### src/rtl/trigger_pulse_gen_pkg.sv
// Shared definitions for the trigger pulse generator and the benches that drive
// the trigger-qualifying FSM: command codes, state encoding, default timing.
package trigger_pulse_gen_pkg;

  // Command codes carried on cmd_code
  localparam logic [1:0] CMD_NOP    = 2'b00;
  localparam logic [1:0] CMD_SHORT  = 2'b01;
  localparam logic [1:0] CMD_LONG   = 2'b10;
  localparam logic [1:0] CMD_DOUBLE = 2'b11;

  // Generator state encoding
  typedef enum logic [1:0] {
    ST_IDLE  = 2'd0,
    ST_PULSE = 2'd1,
    ST_GAP   = 2'd2,
    ST_DONE  = 2'd3
  } state_t;

  // Default timing, also used by benches of the downstream FSM
  localparam int unsigned DEF_SHORT_CYC = 2;
  localparam int unsigned DEF_LONG_CYC  = 30;
  localparam int unsigned DEF_GAP_CYC   = 15;
  localparam int unsigned DEF_CNT_W     = 8;

  // True when a cycle count can be loaded into a w-bit down-counter
  // and still reach the terminal value of 1.
  function automatic bit cyc_legal(input int unsigned v, input int unsigned w);
    return (v >= 1) && (64'(v) < (64'd1 << w));
  endfunction

endpackage

### src/rtl/trigger_pulse_gen_if.sv
// Command handshake plus generated waveform/status of the trigger pulse generator.
interface trigger_pulse_gen_if;

  logic       cmd_valid;
  logic [1:0] cmd_code;
  logic       cmd_ready;
  logic       trigger;
  logic       busy;
  logic       done;

  // Side issuing commands and observing the waveform
  modport master (
    output cmd_valid,
    output cmd_code,
    input  cmd_ready,
    input  trigger,
    input  busy,
    input  done
  );

  // The generator itself
  modport slave (
    input  cmd_valid,
    input  cmd_code,
    output cmd_ready,
    output trigger,
    output busy,
    output done
  );

endinterface

### src/rtl/trigger_pulse_gen_cycle_timer.sv
// Loadable down-counter used to time both the high and the low phases.
// 'last' flags the final cycle of a phase (count == 1).
module cycle_timer #(
  parameter int unsigned CNT_W = 8
) (
  input  logic             clk,
  input  logic             rst,
  input  logic             load,
  input  logic [CNT_W-1:0] load_val,
  input  logic             enable,
  output logic             last
);

  logic [CNT_W-1:0] count_reg;

  // Load has priority; an idle counter parked at zero never wraps
  always_ff @(posedge clk or posedge rst) begin
    if (rst) begin
      count_reg <= '0;
    end else if (load) begin
      count_reg <= load_val;
    end else if (enable && (count_reg != '0)) begin
      count_reg <= count_reg - CNT_W'(1);
    end
  end

  assign last = (count_reg == CNT_W'(1));

endmodule

### src/rtl/trigger_pulse_gen.sv
// Turns a one-cycle command handshake into a timed trigger waveform:
// short pulse, long hold or double short pulse, each followed by a low gap.
// All outputs are registered copies of the state decode, so the externally
// visible waveform trails the state register by one clock and nothing on
// cmd_* reaches trigger combinationally.
module trigger_pulse_gen
  import trigger_pulse_gen_pkg::*;
#(
  parameter int unsigned SHORT_CYC = DEF_SHORT_CYC,
  parameter int unsigned LONG_CYC  = DEF_LONG_CYC,
  parameter int unsigned GAP_CYC   = DEF_GAP_CYC,
  parameter int unsigned CNT_W     = DEF_CNT_W
) (
  input  logic                m_clk,
  input  logic                m_reset,
  trigger_pulse_gen_if.slave  bus
);

  // Reject phase lengths the counter cannot represent
  generate
    if (!cyc_legal(SHORT_CYC, CNT_W) || !cyc_legal(LONG_CYC, CNT_W) ||
        !cyc_legal(GAP_CYC, CNT_W)) begin : g_bad_param
      $error("trigger_pulse_gen: SHORT_CYC/LONG_CYC/GAP_CYC must be in 1..2**CNT_W-1");
    end
  endgenerate

  localparam logic [CNT_W-1:0] SHORT_LD = CNT_W'(SHORT_CYC);
  localparam logic [CNT_W-1:0] LONG_LD  = CNT_W'(LONG_CYC);
  localparam logic [CNT_W-1:0] GAP_LD   = CNT_W'(GAP_CYC);

  state_t           state_reg, state_next;
  logic             dbl_reg, dbl_next;
  logic             ready_reg, busy_reg, trigger_reg, done_reg;
  logic             accept;
  logic             idle_next_ready;
  logic             tmr_load, tmr_enable, tmr_last;
  logic [CNT_W-1:0] tmr_load_val;

  // ready_reg is only ever high while the state register holds IDLE
  assign accept          = bus.cmd_valid & ready_reg;
  assign idle_next_ready = (state_reg == ST_IDLE) && !accept;

  cycle_timer #(
    .CNT_W (CNT_W)
  ) u_timer (
    .clk      (m_clk),
    .rst      (m_reset),
    .load     (tmr_load),
    .load_val (tmr_load_val),
    .enable   (tmr_enable),
    .last     (tmr_last)
  );

  // State and double-pulse flag registers
  always_ff @(posedge m_clk or posedge m_reset) begin
    if (m_reset) begin
      state_reg <= ST_IDLE;
      dbl_reg   <= 1'b0;
    end else begin
      state_reg <= state_next;
      dbl_reg   <= dbl_next;
    end
  end

  // Next-state and timer control
  always_comb begin
    state_next   = state_reg;
    dbl_next     = dbl_reg;
    tmr_load     = 1'b0;
    tmr_load_val = '0;
    tmr_enable   = 1'b0;
    case (state_reg)
      ST_IDLE: begin
        if (accept) begin
          case (bus.cmd_code)
            CMD_SHORT: begin
              tmr_load     = 1'b1;
              tmr_load_val = SHORT_LD;
              state_next   = ST_PULSE;
            end
            CMD_LONG: begin
              tmr_load     = 1'b1;
              tmr_load_val = LONG_LD;
              state_next   = ST_PULSE;
            end
            CMD_DOUBLE: begin
              tmr_load     = 1'b1;
              tmr_load_val = SHORT_LD;
              dbl_next     = 1'b1;
              state_next   = ST_PULSE;
            end
            default: begin
              state_next = ST_DONE;
            end
          endcase
        end
      end
      ST_PULSE: begin
        tmr_enable = 1'b1;
        if (tmr_last) begin
          tmr_load     = 1'b1;
          tmr_load_val = GAP_LD;
          state_next   = ST_GAP;
        end
      end
      ST_GAP: begin
        tmr_enable = 1'b1;
        if (tmr_last) begin
          if (dbl_reg) begin
            dbl_next     = 1'b0;
            tmr_load     = 1'b1;
            tmr_load_val = SHORT_LD;
            state_next   = ST_PULSE;
          end else begin
            state_next = ST_DONE;
          end
        end
      end
      ST_DONE: begin
        state_next = ST_IDLE;
      end
      default: begin
        state_next = ST_IDLE;
      end
    endcase
  end

  // Registered outputs; accept clears ready at the accepting edge so a
  // single command can never be taken twice
  always_ff @(posedge m_clk or posedge m_reset) begin
    if (m_reset) begin
      ready_reg   <= 1'b1;
      busy_reg    <= 1'b0;
      trigger_reg <= 1'b0;
      done_reg    <= 1'b0;
    end else begin
      ready_reg   <= idle_next_ready;
      busy_reg    <= !idle_next_ready;
      trigger_reg <= (state_reg == ST_PULSE);
      done_reg    <= (state_reg == ST_DONE);
    end
  end

  assign bus.cmd_ready = ready_reg;
  assign bus.busy      = busy_reg;
  assign bus.trigger   = trigger_reg;
  assign bus.done      = done_reg;

endmodule

### src/flat_wrapper.sv
// flat-port wrapper written by rule: the top's interface ports become plain ports
module trigger_pulse_gen_flat import trigger_pulse_gen_pkg::*;
#(
  parameter int unsigned SHORT_CYC = DEF_SHORT_CYC,
  parameter int unsigned LONG_CYC  = DEF_LONG_CYC,
  parameter int unsigned GAP_CYC   = DEF_GAP_CYC,
  parameter int unsigned CNT_W     = DEF_CNT_W
)
  (m_clk, m_reset, bus_cmd_valid, bus_cmd_code, bus_cmd_ready, bus_trigger, bus_busy, bus_done);
  trigger_pulse_gen_if bus_i ();
  input  logic m_clk;
  input  logic m_reset;
  input wire logic [$bits(bus_i.cmd_valid)-1:0] bus_cmd_valid;
  input wire logic [$bits(bus_i.cmd_code)-1:0] bus_cmd_code;
  output wire logic [$bits(bus_i.cmd_ready)-1:0] bus_cmd_ready;
  output wire logic [$bits(bus_i.trigger)-1:0] bus_trigger;
  output wire logic [$bits(bus_i.busy)-1:0] bus_busy;
  output wire logic [$bits(bus_i.done)-1:0] bus_done;
  assign bus_i.cmd_valid = bus_cmd_valid;
  assign bus_i.cmd_code = bus_cmd_code;
  assign bus_cmd_ready = bus_i.cmd_ready;
  assign bus_trigger = bus_i.trigger;
  assign bus_busy = bus_i.busy;
  assign bus_done = bus_i.done;
  trigger_pulse_gen #(.SHORT_CYC(SHORT_CYC), .LONG_CYC(LONG_CYC), .GAP_CYC(GAP_CYC), .CNT_W(CNT_W)) u_core (.m_clk(m_clk), .m_reset(m_reset), .bus(bus_i));
endmodule
### config.mk
export PLATFORM = sky130hd
export DESIGN_NAME = trigger_pulse_gen_flat
export DESIGN_NICKNAME = d
export VERILOG_FILES = /design/src/rtl/trigger_pulse_gen_pkg.sv /design/src/rtl/trigger_pulse_gen_if.sv /design/src/rtl/trigger_pulse_gen_cycle_timer.sv /design/src/rtl/trigger_pulse_gen.sv /design/src/flat_wrapper.sv
export SDC_FILE = /design/constraint.sdc
export NUM_CORES = 1
export LEC_CHECK = 0
export BUFFER_PORTS_ARGS = -buffer_cell sky130_fd_sc_hd__buf_4
export CAP_MARGIN = 20
export CORE_MARGIN = 8
export CORE_UTILIZATION = 40
export CTS_CLUSTER_DIAMETER = 200
export DETAILED_ROUTE_END_ITERATION = 7
export GPL_ROUTABILITY_DRIVEN = 0
export PLACE_DENSITY_LB_ADDON = 0.2
export SLEW_MARGIN = 30
export SYNTH_ARGS = -nofsm -noshare
export SYNTH_HDL_FRONTEND = slang
export SYNTH_SLANG_ARGS = --single-unit
### constraint.sdc
create_clock -name m_clk -period 1.8 [get_ports m_clk]
set_input_delay 0.45 -clock m_clk [delete_from_list [all_inputs] [get_ports m_clk]]
set_output_delay 0.45 -clock m_clk [all_outputs]
set_load 0.02 [all_outputs]
# Yosys cells after proc, flatten, opt, wreduce, memory -nomap -nowiden
# Index checks and enable logic that the tools add are counted.
[classes]
eq_ne = 11
mux = 25
addsub = 1
reduce_logical = 13
n_bitwise = 1
[op_table]
columns = ["operator", "n"]
rows = [
  ["8-bit 2-to-1 mux", 4],
  ["8-bit case mux with 3 select lines", 1],
  ["2-bit 2-to-1 mux", 6],
  ["5-bit case mux with 2 select lines", 1],
  ["1-bit 2-to-1 mux", 9],
  ["2-bit equality test, second input constant", 4],
  ["8-bit by 1-bit equality test with 1-bit output, second input constant", 1],
  ["2-bit case mux with 4 select lines", 1],
  ["8-bit nonzero test", 1],
  ["8-bit by 1-bit subtractor with 8-bit output, second input constant", 1],
  ["2-bit by 1-bit inequality test with 1-bit output, second input constant", 3],
  ["2-bit by 1-bit equality test with 1-bit output, second input constant", 2],
  ["4-bit 2-to-1 mux", 1],
  ["4-bit AND reduction", 1],
  ["2-bit nonzero test", 2],
  ["2-bit OR reduction", 2],
  ["1-bit case mux with 3 select lines", 1],
  ["3-bit AND reduction", 1],
  ["3-bit OR reduction", 1],
  ["1-bit logical AND", 2],
  ["1-bit zero test", 2],
  ["2-bit zero test", 1],
  ["2-bit inequality test, second input constant", 1],
  ["1-bit case mux with 2 select lines", 1],
  ["1-bit AND", 1],
]
[word_totals]
in_bits = 5
elab_cells = 58
ff_bits = 15
output_inout_bits = 4

# Longest topological paths before layout
[logic_depth]
word_depth = 6
ltp_mapped = 7
depth_no_buf = 7

# Hierarchy
# Synthesis repeated with hierarchy kept, for this count alone.
[unflattened]
hier_cells = 105
area_unflattened_um2 = 999.7
[modules_own_cells]
columns = ["mod", "n_inst", "cells_each", "seq_area_each_um2", "area_per_inst_um2"]
rows = [
  ["cycle_timer", 1, 64, 200.2, 556.8],
  ["trigger_pulse_gen", 1, 41, 176.4, 442.9],
]

# Least setup slack after synthesis
# Ideal clock, no wire load.
[synth_timing]
kind = "reg2reg"
start = "register u_core.u_timer.count_reg[2]"
end = "register u_core.u_timer.count_reg[4]"
setup_ns = 0.125
path_slack_ns = 0.022
arrival_time_ns = 1.653
t_required_ns = 1.675
n_path_buf = 1
path_stages_with_launch = 6
synth_period_minus_slack_ns = 1.778
path_cell_list = "dfrtp_1 -> nor4_4 -> nand3_2 -> o32a_1 -> buf_6 -> mux2_4"
[synth_via]
elab_chain_cells = 4
word_cells_on_any_way = 10
cone_classes = "add/sub: 1; eq/ne: 1; mux: 5; reduce/logical: 3"
[synth_rtl]
columns = ["item", "line_no", "source"]
rows = [
  ["start: declaration", "trigger_pulse_gen_cycle_timer.sv:14", "logic [CNT_W-1:0] count_reg;"],
  ["start signal: assignment", "trigger_pulse_gen_cycle_timer.sv:21", "count_reg <= load_val;"],
  ["start signal: assignment", "trigger_pulse_gen_cycle_timer.sv:23", "count_reg <= count_reg - CNT_W'(1);"],
  ["parallel branches: the longest is 4 deep, another holds 8-bit by 1-bit subtractor with 8-bit output", "n/a", ""],
]
# Several ways; the timed one is not identified. The select of a mux whose other input is x is not followed.
# A chain may end at the register's enable or synchronous reset.

# Final worst setup path
[layout_timing]
start = "register u_core.state_reg[0]"
end = "register u_core.u_timer.count_reg[4]"
[layout_via]
elab_chain_cells = 5
word_cells_on_any_way = 10
cone_classes = "eq/ne: 2; mux: 4; reduce/logical: 4"
[layout_rtl]
columns = ["item", "line_no", "source"]
rows = [
  ["start: declaration", "trigger_pulse_gen.sv:31", "state_t state_reg, state_next;"],
  ["start signal: assignment", "trigger_pulse_gen.sv:60", "state_reg <= state_next;"],
  ["2-bit equality test / 2-bit by 1-bit equality test with 1-bit output (equally long branches)", "trigger_pulse_gen.sv:72", "case (state_reg)"],
  ["2-bit OR reduction (no line)", "n/a", ""],
  ["1-bit 2-to-1 mux", "trigger_pulse_gen.sv:72", ""],
  ["1-bit logical AND", "trigger_pulse_gen_cycle_timer.sv:22", "end else if (enable && (count_reg != '0)) begin"],
  ["2-bit nonzero test (no line)", "n/a", ""],
]
# Several ways; a longest one is shown, not always the timed one.

==> qor.yml <==
worst_setup_path:
  crit_buf_inv: 1
  cpPeakStageDelay_ns: 0.40
  setup.worst_path.end_class: "flip-flop"
  critical_path.top_delay_family: "flip-flops"
  cp.required_ns: 1.98
  crit_fanout: 4
  critPathLaunch: "u_core.state_reg[0]"
  crit_chain: "inv_1 -> ha_1 -> nand2_1 -> a211oi_2 -> xor2_1 -> mux2_4"
  critPathKind: "flip-flop to flip-flop"
  crit_arrival_ns: 1.90
  cp-start-kind: "flip-flop"
  slowest_stage: "dfrtp_1"
  r2r_start: "u_core.state_reg[0]"
floorplanning:
  coreArea_um2: 2190
  rows: 17
  die_w_um: 64.0
  chipHeight_um: 64.0
  die_area_um2: 4100
  start_util: 0.421
  ios: 9
synthesis:
  synth_top_area_frac: 0.379
  synth_area_leaders: "dfrtp_1 38%, ha_1 11%, mux2i_1 4.3%"
  synth_flop_cell: "dfrtp_1"
  synthCells: 87
  synthMuxAreaShare: 0.0596
  ys_warn_count: 0
  yosysTopAreaCell: "dfrtp_1"
  synth_edf_count: 0
  synth_xor_area_frac: 0.0569
  syn-num-nets: 100
  synth-seq-area-share: 0.408
  synth_cell_type_count: 39
  synthAdderAreaFrac: 0.108
  synth_top_family_by_area: "simple AND/OR/NAND/NOR gates"
  synth-simple-area-share: 0.199
  syn_area_per_cell_um2: 10.6
  synth-compound-area-share: 0.131
  synthArstFlopShare: 1.00
  synth_seq_cells: 15
  syn_area_um2: 923
timing:
  timing.fmax_ghz: 0.581
  maxSlewHeadroom: 0.613
  final_max_slew_viol_count: 0
  tns_ns: 0
  fin_skew_ns: 0.00499
  timing.final.crit_share: 0.956
  setup_ws_ns: 0.0793
  hold_viol: 0
  setup_viol: 0
  timing.final.crit_period_ns: 1.72
  worst_pin_slew_ns: 0.579
clock_network:
  cts_tree: "yes"
  clk_pin_slew_ns: 0.09
  htreeDepth: 1
  clk_path_buf_depth: 2
  root_buffer: "clkbuf_4"
  cts_buffers: 3
  clkLatencyLatePin_ns: 0.29
  cts.sinks: 15
  ctsHoldBuffers: 0
global_routing:
  use_met2: 0.138
  antenna_found_initial: 0
  grt_use_met3: 0.0314
  overflow: 0
  grt_pass1_wl_um: 2940
  grt_pass1_vias: 667
  use_met1: 0.112
  grt_max_degree: 16
  grt-busiest-layer: "met2"
  track_usage: 0.0940
placement:
  place_ws_ns: 0.0834
  io_buffers: 8
  dp_hpwl_um: 1460
  dp.cells: 129
pwr:
  ir_worst_vdd_v: 0.000937
  p_leak_nw: 0.512
  p_per_area_nw_per_um2: 1860
drt:
  ant_nets: 0
  dr.pass1.iters: 4
  routedWlPerCell_um: 13.9
  finalWirelength_um: 1850
  drt_iter0_markers: 20
  num_vias: 701
  avgViaCountPerCell: 5.27
  drc_errors: 0
run_status:
  status: "complete, no violations"
finish:
  syn_to_final_growth_pct: 20.3
  instances_no_fill: 133
  nets: 119
  insertedDiodeCount: 0
  drive_above_1_share: 0.305
  largest_reg_flops: 8
flow_run:
  cap_viol_max_count: 0
min_path:
  hold_path.class: "primary input to async pin"
## cell families (layout without fill, tap and decap cells)
group / after synthesis / in the layout
compound gates: 18 / 18
xor+xnor: 6 / 6
fa+ha+maj: 8 / 8
buf+inv: 7 / 25
flops: 15 / 15
mux: 5 / 5
simple gates: 28 / 28
## worst paths after layout
| path | end | slack, ns | cells after the start |
|---|---|---|---|
| setup / recovery | u_core.u_timer.count_reg[4] | 0.08 | 6 |
| hold / removal | u_core.state_reg[1] | 0.22 | 2 |
| setup reg to reg | u_core.u_timer.count_reg[4] | 0.08 | 6 |
| hold reg to reg | u_core.dbl_reg | 0.58 | 1 |
| max in group asynchronous | u_core.u_timer.count_reg[2] | 1.18 | 2 |
| min in group m_clk | u_core.bus.busy | 0.45 | 3 |
## timing repair
| item | CTS | global route |
|---|---|---|
| setup buffers | 0 | 0 |
| resized for setup | 0 | 7 |
| setup endpoints to repair | 0 | 4 |
## where the power goes
| group | internal (mW) | total (mW) | switching, mW |
|---|---|---|---|
| logic | 0.604 | 1.21 | 0.608 |
| registers | 0.503 | 0.659 | 0.156 |
| clock network | 0.0861 | 0.198 | 0.112 |
## per-stage QoR
step                       util  hold slack [ns]  total power, mW  cell area, um^2
after floorplan               -            0.351             1.44              923
after global placement    0.484            0.546             1.80             1060
after detailed placement  0.484            0.545             1.81             1060
after CTS                 0.496            0.230             2.02             1090
after global routing      0.507            0.250             2.24             1110
final                     0.507            0.216             2.07             1110
## cell usage in the layout, fill, tap and decap left out, types with 2 or more instances in the layout
master / netlist / layout
buf_4: 0 / 15
dfrtp_1: 14 / 13
ha_1: 8 / 7
nand2_1: 6 / 6
inv_1: 6 / 6
a21oi_1: 4 / 4
mux2i_1: 4 / 4
xnor2_1: 3 / 3
xor2_1: 3 / 3
nor3_1: 3 / 3
clkbuf_4: 0 / 3
nor2_1: 2 / 2
nand3_1: 2 / 2
nor3b_1: 2 / 2
o21ai_0: 3 / 2
and2_2: 2 / 2
## synthesized netlist by cell type, drive strengths merged, types with 2 or more instances
cell type / count
o21ai: 4
a21oi: 4
ha: 8
and2: 2
xnor2: 3
dfrtp: 14
xor2: 3
nor2: 2
nor3: 3
inv: 6
nor3b: 2
nand2: 6
nand3: 3
nor4: 2
mux2i: 4
## routing by layer
metal,vias up,wire [um],part of all wire
li1,351,-,-
met1,331,877,0.47
met2,15,843,0.45
met3,4,93,0.050
met4,0,38,0.020
met5,-,0,0
## final cells by class
| type | count | area [um^2] |
|---|---|---|
| Sequential cell | 15 | 378 |
| Clock buffer | 4 | 26.3 |
| Inverter | 6 | 22.5 |
| Tap cell | 28 | 35.0 |
| Multi-Input combinational cell | 65 | 537 |
| Timing Repair Buffer | 15 | 113 |
| Fill cell | 216 | 1080 |
Power figures use the tool's default switching activity.
